<file path="config.mk">
export PLATFORM = sky130hd
export DESIGN_NAME = ps2_kbd_ctrl
export DESIGN_NICKNAME = d
export VERILOG_FILES = /design/src/rtl/ps2_kbd_ctrl.sv
export SDC_FILE = /design/constraint.sdc
export NUM_CORES = 1
export LEC_CHECK = 0
export CAP_MARGIN = 20
export CORE_AREA = 2 2 71 73
export DETAILED_ROUTE_END_ITERATION = 6
export DIE_AREA = 0 0 73 75
export PLACE_DENSITY = 0.65
export SLEW_MARGIN = 10
export SYNTH_ARGS = -nofsm -noshare
export SYNTH_HDL_FRONTEND = slang
export SYNTH_SLANG_ARGS = --single-unit
export TNS_END_PERCENT = 50
</file>
<file path="constraint.sdc">
create_clock -name clk -period 2 [get_ports clk]
set_input_delay 0.2 -clock clk [delete_from_list [all_inputs] [get_ports clk]]
set_output_delay 0.2 -clock clk [all_outputs]
set_load 0.01 [all_outputs]
</file>
<file path="src/rtl/ps2_kbd_ctrl.sv">
// PS/2 keyboard scancode controller: pops bytes from the receiver FIFO, folds
// E0/F0 prefixes into key events, tracks the held key and counts presses.
module ps2_kbd_ctrl #(
  parameter bit TYPEMATIC_FILTER = 1'b1
) (
  input  logic       clk,
  input  logic       rst,
  input  logic [7:0] kbd_data,
  input  logic       kbd_ready,
  input  logic       kbd_overflow,
  input  logic       clr_ovf,
  output logic       kbd_nextdata_n,
  output logic       key_valid,
  output logic [7:0] key_code,
  output logic       key_release,
  output logic       key_ext,
  output logic [7:0] press_count,
  output logic       held_valid,
  output logic [7:0] held_code,
  output logic       ovf_sticky
);

  // state  | meaning
  // IDLE   | wait for kbd_ready, latch FIFO head byte
  // ACK    | pop strobe low for one cycle
  // DECODE | interpret latched byte, emit event; FIFO flags settle meanwhile
  typedef enum logic [1:0] {
    S_IDLE   = 2'd0,
    S_ACK    = 2'd1,
    S_DECODE = 2'd2
  } state_e;

  localparam logic [7:0] BYTE_BRK = 8'hF0;
  localparam logic [7:0] BYTE_EXT = 8'hE0;
  localparam logic [7:0] BYTE_NUL = 8'h00;
  localparam logic [7:0] BYTE_ERR = 8'hFF;

  state_e     state_q, state_d;
  logic [7:0] byte_q, byte_d;
  logic       brk_q, brk_d;
  logic       ext_q, ext_d;
  logic       nextdata_n_q, nextdata_n_d;
  logic       key_valid_q, key_valid_d;
  logic [7:0] key_code_q, key_code_d;
  logic       key_release_q, key_release_d;
  logic       key_ext_q, key_ext_d;
  logic [7:0] press_count_q, press_count_d;
  logic       held_valid_q, held_valid_d;
  logic [7:0] held_code_q, held_code_d;
  logic       held_ext_q, held_ext_d;
  logic       ovf_q, ovf_d;

  logic       held_match;
  logic       typematic_hit;

  assign held_match    = held_valid_q && (held_ext_q == ext_q) && (held_code_q == byte_q);
  assign typematic_hit = TYPEMATIC_FILTER && !brk_q && held_match;

  always_ff @(posedge clk) begin
    if (rst) state_q <= S_IDLE;
    else     state_q <= state_d;
  end

  always_comb begin
    state_d = state_q;
    case (state_q)
      S_IDLE:   if (kbd_ready) state_d = S_ACK;
      S_ACK:    state_d = S_DECODE;
      S_DECODE: state_d = S_IDLE;
      default:  state_d = S_IDLE;
    endcase
  end

  always_comb begin
    byte_d        = byte_q;
    brk_d         = brk_q;
    ext_d         = ext_q;
    nextdata_n_d  = 1'b1;
    key_valid_d   = 1'b0;
    key_code_d    = key_code_q;
    key_release_d = key_release_q;
    key_ext_d     = key_ext_q;
    press_count_d = press_count_q;
    held_valid_d  = held_valid_q;
    held_code_d   = held_code_q;
    held_ext_d    = held_ext_q;

    case (state_q)
      S_IDLE: begin
        if (kbd_ready) begin
          byte_d       = kbd_data;
          nextdata_n_d = 1'b0;
        end
      end
      S_DECODE: begin
        if (byte_q == BYTE_BRK) begin
          brk_d = 1'b1;
        end else if (byte_q == BYTE_EXT) begin
          ext_d = 1'b1;
        end else if (byte_q == BYTE_NUL || byte_q == BYTE_ERR) begin
          brk_d = 1'b0;
          ext_d = 1'b0;
        end else begin
          brk_d = 1'b0;
          ext_d = 1'b0;
          if (!typematic_hit) begin
            key_valid_d   = 1'b1;
            key_code_d    = byte_q;
            key_release_d = brk_q;
            key_ext_d     = ext_q;
            if (!brk_q) begin
              held_valid_d  = 1'b1;
              held_code_d   = byte_q;
              held_ext_d    = ext_q;
              press_count_d = press_count_q + 8'd1;
            end else if (held_match) begin
              held_valid_d = 1'b0;
            end
          end
        end
      end
      default: ;
    endcase
  end

  // Overflow set has priority over a simultaneous clear so no event is lost.
  always_comb begin
    ovf_d = ovf_q;
    if (kbd_overflow)  ovf_d = 1'b1;
    else if (clr_ovf)  ovf_d = 1'b0;
  end

  always_ff @(posedge clk) begin
    if (rst) begin
      byte_q        <= 8'h00;
      brk_q         <= 1'b0;
      ext_q         <= 1'b0;
      nextdata_n_q  <= 1'b1;
      key_valid_q   <= 1'b0;
      key_code_q    <= 8'h00;
      key_release_q <= 1'b0;
      key_ext_q     <= 1'b0;
      press_count_q <= 8'h00;
      held_valid_q  <= 1'b0;
      held_code_q   <= 8'h00;
      held_ext_q    <= 1'b0;
      ovf_q         <= 1'b0;
    end else begin
      byte_q        <= byte_d;
      brk_q         <= brk_d;
      ext_q         <= ext_d;
      nextdata_n_q  <= nextdata_n_d;
      key_valid_q   <= key_valid_d;
      key_code_q    <= key_code_d;
      key_release_q <= key_release_d;
      key_ext_q     <= key_ext_d;
      press_count_q <= press_count_d;
      held_valid_q  <= held_valid_d;
      held_code_q   <= held_code_d;
      held_ext_q    <= held_ext_d;
      ovf_q         <= ovf_d;
    end
  end

  assign kbd_nextdata_n = nextdata_n_q;
  assign key_valid      = key_valid_q;
  assign key_code       = key_code_q;
  assign key_release    = key_release_q;
  assign key_ext        = key_ext_q;
  assign press_count    = press_count_q;
  assign held_valid     = held_valid_q;
  assign held_code      = held_code_q;
  assign ovf_sticky     = ovf_q;

endmodule

</file>
==> impl_summary.log, run 1 <==
[metrics] floorplan die height: 75 um
[metrics] starting density of the core: 0.4086
[metrics] relative contribution of sequential cells to total power: 0.547
[metrics] post-DR vias/cell: 5.315
[metrics] clock latency at the later pin of the worst-skew pair: 290 ps
[metrics] share of flip-flops with an asynchronous set or reset: 0
[metrics] critical path required time: 2220 ps
[metrics] highest fanout seen on the critical path: 13
[metrics] sequential cell area fraction in the yosys report: 0.4520
[metrics] stage delay of the slowest cell on the critical path: 500 ps
[metrics] Initial DRC Count: 66
[metrics] end of the worst register-to-register path: press_count[6]$_SDFFE_PP0P_
[metrics] most common library cells after synthesis: dfxtp_1, nand2_1, a21oi_1
[metrics] worst r2r src: byte_q[6]$_SDFFE_PP0P_
[metrics] layout overhead on the synthesized area: 30.55%
[metrics] number of setup buffers added after CTS: 0
[metrics] antenna viol nets, final: 0
[metrics] Clk network pwr share: 0.339
[metrics] combinational cell fraction of total power: 0.114
[metrics] shortest period the worst path allows: 1884 ps
[metrics] final worst slack: 116.5 ps
[metrics] synth warn: 0
[metrics] mean post-synth cell area: 9.068 sq um
[metrics] GR Util met3: 0.04150
[metrics] endpoint with the worst hold slack: byte_q[7]$_SDFFE_PP0P_
[metrics] clock buffer count from CTS: 5
[metrics] CP startpoint kind: register
[metrics] number of endpoints failing setup at the final stage: 0
[metrics] net count after synthesis: 224
[metrics] number of buffers between clock root and the deepest sink: 2
[metrics] Cells after Synth: 210
[metrics] Worst Setup End Kind: register
[metrics] slack of the worst reg-to-reg path: 120 ps
[metrics] kind of cell adding the most delay to the critical path: simple AND/OR/NAND/NOR gates
[metrics] Cells after DPL: 300
[metrics] met1 Use GR: 0.2224
[metrics] top-count cell post-synth: dfxtp_1
[metrics] cell type with the highest aggregate area in the netlist: dfxtp_1
[metrics] number of antenna violations at the first check in global routing: 0
[metrics] post-synth cell types: 40
[metrics] critical path class: register to register
[metrics] most common flop cell mapped by yosys: dfxtp_1
[metrics] post-route DRC violation count: 0
[metrics] type of the tightest min-delay check: input pin to register
[metrics] global-route wire length before repair: 7189 um
[metrics] top area cells in the synthesized netlist: dfxtp_1, nand2_1, mux2i_1
[metrics] Site Rows: 25
[metrics] unrepaired setup endpoints after global routing: yes
[metrics] number of synthesized flops with an enable pin: 0
[metrics] internal power summed over all cells: 1.217 mW
[metrics] total count of hold-check failures in the final report: 0
[metrics] met2 usage in global routing: 0.2693
[metrics] vias in the first global route: 1,558
[metrics] cell leakage power: 0.8657 nW
[metrics] count of state elements after synthesis: 43
[metrics] number of I/O pins: 43
[metrics] ordered list of cells on the worst path: and3_1 > a31oi_4 > o21ai_2 > buf_4 > or4_1 > a21oi_1
[metrics] count of buffering cells on the critical path with inverters included: 1
[metrics] Syn Std Cell Area: 1904 sq um
[metrics] non-filler instance count after layout: 308
[metrics] hold path startpoint: kbd_data[7]
[metrics] Max Clock Skew: 7.447 ps
[metrics] H-tree depth: 2
[metrics] gr busiest metal: met2
[metrics] Layout Cell Area excl Fill: 2486 sq um
[metrics] result of the run: finished clean
[metrics] power per unit of standard cell area: 664.1 nW/um^2
[metrics] pre-CTS setup slack: 111.2 ps
[metrics] via total after detailed routing: 1,637
[metrics] detailed-placement wirelength estimate: 3112 um
[metrics] clock tree sinks: 43
[metrics] routed len/inst: 13.70 um
[metrics] Core Region: 4661 sq um
[metrics] Die Footprint: 5475 sq um
[metrics] wire length reported by the detailed router: 4219 um
[metrics] total congestion overflow after global routing: 0
[metrics] number of violations of the max-capacitance limit: 0
[metrics] fin crit share: 0.9418
[metrics] total negative setup slack: 0 ps
[metrics] length of the first detailed-routing pass in iterations: 4
[metrics] Tightest Pin Transition: 398.4 ps
[metrics] slowest CP cell: or4_1
[metrics] clock-pin slew of the registers on the worst-case setup and hold paths: 90 ps
[metrics] instance area after placement: 2392 sq um
[metrics] clock tree from TritonCTS: built
[metrics] final core utilization: 0.5334
[metrics] gpl congestion: 0.7795
[metrics] Root Driver: clkbuf_8
[metrics] proportion of layout cells with a drive suffix above 1: 0.09843
[metrics] proportion of total power due to net switching: 0.2626
[metrics] max-slew violation total from the final report: 0
[metrics] area share of the largest cell type after synthesis: 0.4520
[metrics] total routing resource utilization after global routing: 0.1690
[metrics] input/output buffers: 42
[metrics] worst voltage drop across the vdd grid: 0.3644 mV
[metrics] maximum number of pins on one net before global-route repair: 31
[metrics] fin nets: 267
[metrics] Diodes inserted: 0
[metrics] width of the die: 73 um
[metrics] Fmax: 530.9 MHz
[metrics] Worst Hold Depth: 3
[metrics] worst-case reg-to-reg path depth: 6
[metrics] Rel. slew slack: 0.7322
[metrics] arrival time of data at the critical path endpoint: 2110 ps
[metrics] Switching Power: 0.4336 mW
## timing repair
item                                    CTS  global route
endpoints found under the setup margin    0             2
hold buffers                              0             0
resized for setup                         0             1
## sequential cells by signal (all words and copies together) (netlist names)
| name | count |
|---|---|
| key_ext | 1 |
| ext_q | 1 |
| kbd_nextdata_n | 1 |
| held_code | 8 |
| key_release | 1 |
| held_valid | 1 |
| held_ext_q | 1 |
| key_valid | 1 |
| press_count | 8 |
| ovf_sticky | 1 |
| brk_q | 1 |
| byte_q | 8 |
| key_code | 8 |
| state_q | 2 |
## worst max path at each step
| stage | end | cells past startpoint | startpoint |
|---|---|---|---|
| after CTS | key_release$_SDFFE_PP0P_ | 5 | byte_q[2]$_SDFFE_PP0P_ |
| final | press_count[6]$_SDFFE_PP0P_ | 6 | byte_q[6]$_SDFFE_PP0P_ |
| after global routing | press_count[7]$_SDFFE_PP0P_ | 6 | byte_q[6]$_SDFFE_PP0P_ |
| after floorplan | key_release$_SDFFE_PP0P_ | 6 | byte_q[4]$_SDFFE_PP0P_ |
| after global placement | key_release$_SDFFE_PP0P_ | 5 | byte_q[2]$_SDFFE_PP0P_ |
| after detailed placement | key_release$_SDFFE_PP0P_ | 5 | byte_q[2]$_SDFFE_PP0P_ |
## cell type report
class                   instances  area, sq um
inverters                       4        15.01
clock buffers                   5        68.82
fillers                       443         2175
well taps                      54        67.56
repair buffers                 50        480.5
clock inverters                 3        23.77
multi-input cells             149        969.7
flip-flops and latches         43        860.8
## power by group through the flow
stage          clock, mW  sequential, mW  combinational (mW)
2_1_floorplan          0           0.923               0.111
3_3_place_gp           0           0.922               0.186
3_5_place_dp           0           0.923               0.188
6_report           0.560           0.903               0.188
5_1_grt            0.607           0.907               0.210
4_1_cts            0.571           0.903               0.188
## cell families after synthesis
kind of cell | after synthesis | share of synthesized area
xor+xnor | 9 | 0.04140
fa+ha+maj | 1 | 0.006569
buf+inv | 18 | 0.04205
compound gates | 47 | 0.1656
flops | 43 | 0.4520
simple gates | 80 | 0.2273
mux | 12 | 0.06505
## layer usage
layer | part of all wire | vias up
li1 | - | 842
met1 | 0.48 | 738
met2 | 0.45 | 49
met3 | 0.049 | 8
met4 | 0.020 | 0
met5 | 0 | -
## worst reg2reg max path, stage by stage, from the launching register on
cell     delay, ps
dfxtp_1        360
and3_1         250
a31oi_4        230
o21ai_2        120
buf_4          210
or4_1          500
a21oi_1        150
## cells in the final DEF, fill, tap and decap left out, types with 9 or more instances in the layout
cell,count
dfxtp_1,43
clkdlybuf4s50_1,42
nand2_1,29
a21oi_1,16
nor4_1,11
a31o_1,10
xnor2_1,9
nor2_1,9
mux2i_1,9
o21ai_0,9
## per-stage QoR
stage                     total power, mW  hold slack, ps
after floorplan                     1.034           288.3
after global placement              1.107           450.5
after detailed placement            1.111           447.7
after CTS                           1.662           439.1
after global routing                1.724           459.7
final                               1.651           443.4
No activity file was read; power rests on OpenSTA's default activity.
==> inputs of run 2 (changes only) <==
- CTS_CLUSTER_DIAMETER: default -> 200
==> results of run 2 <==
Same layout as run 1: the final DEF is identical, and so are final timing and power.
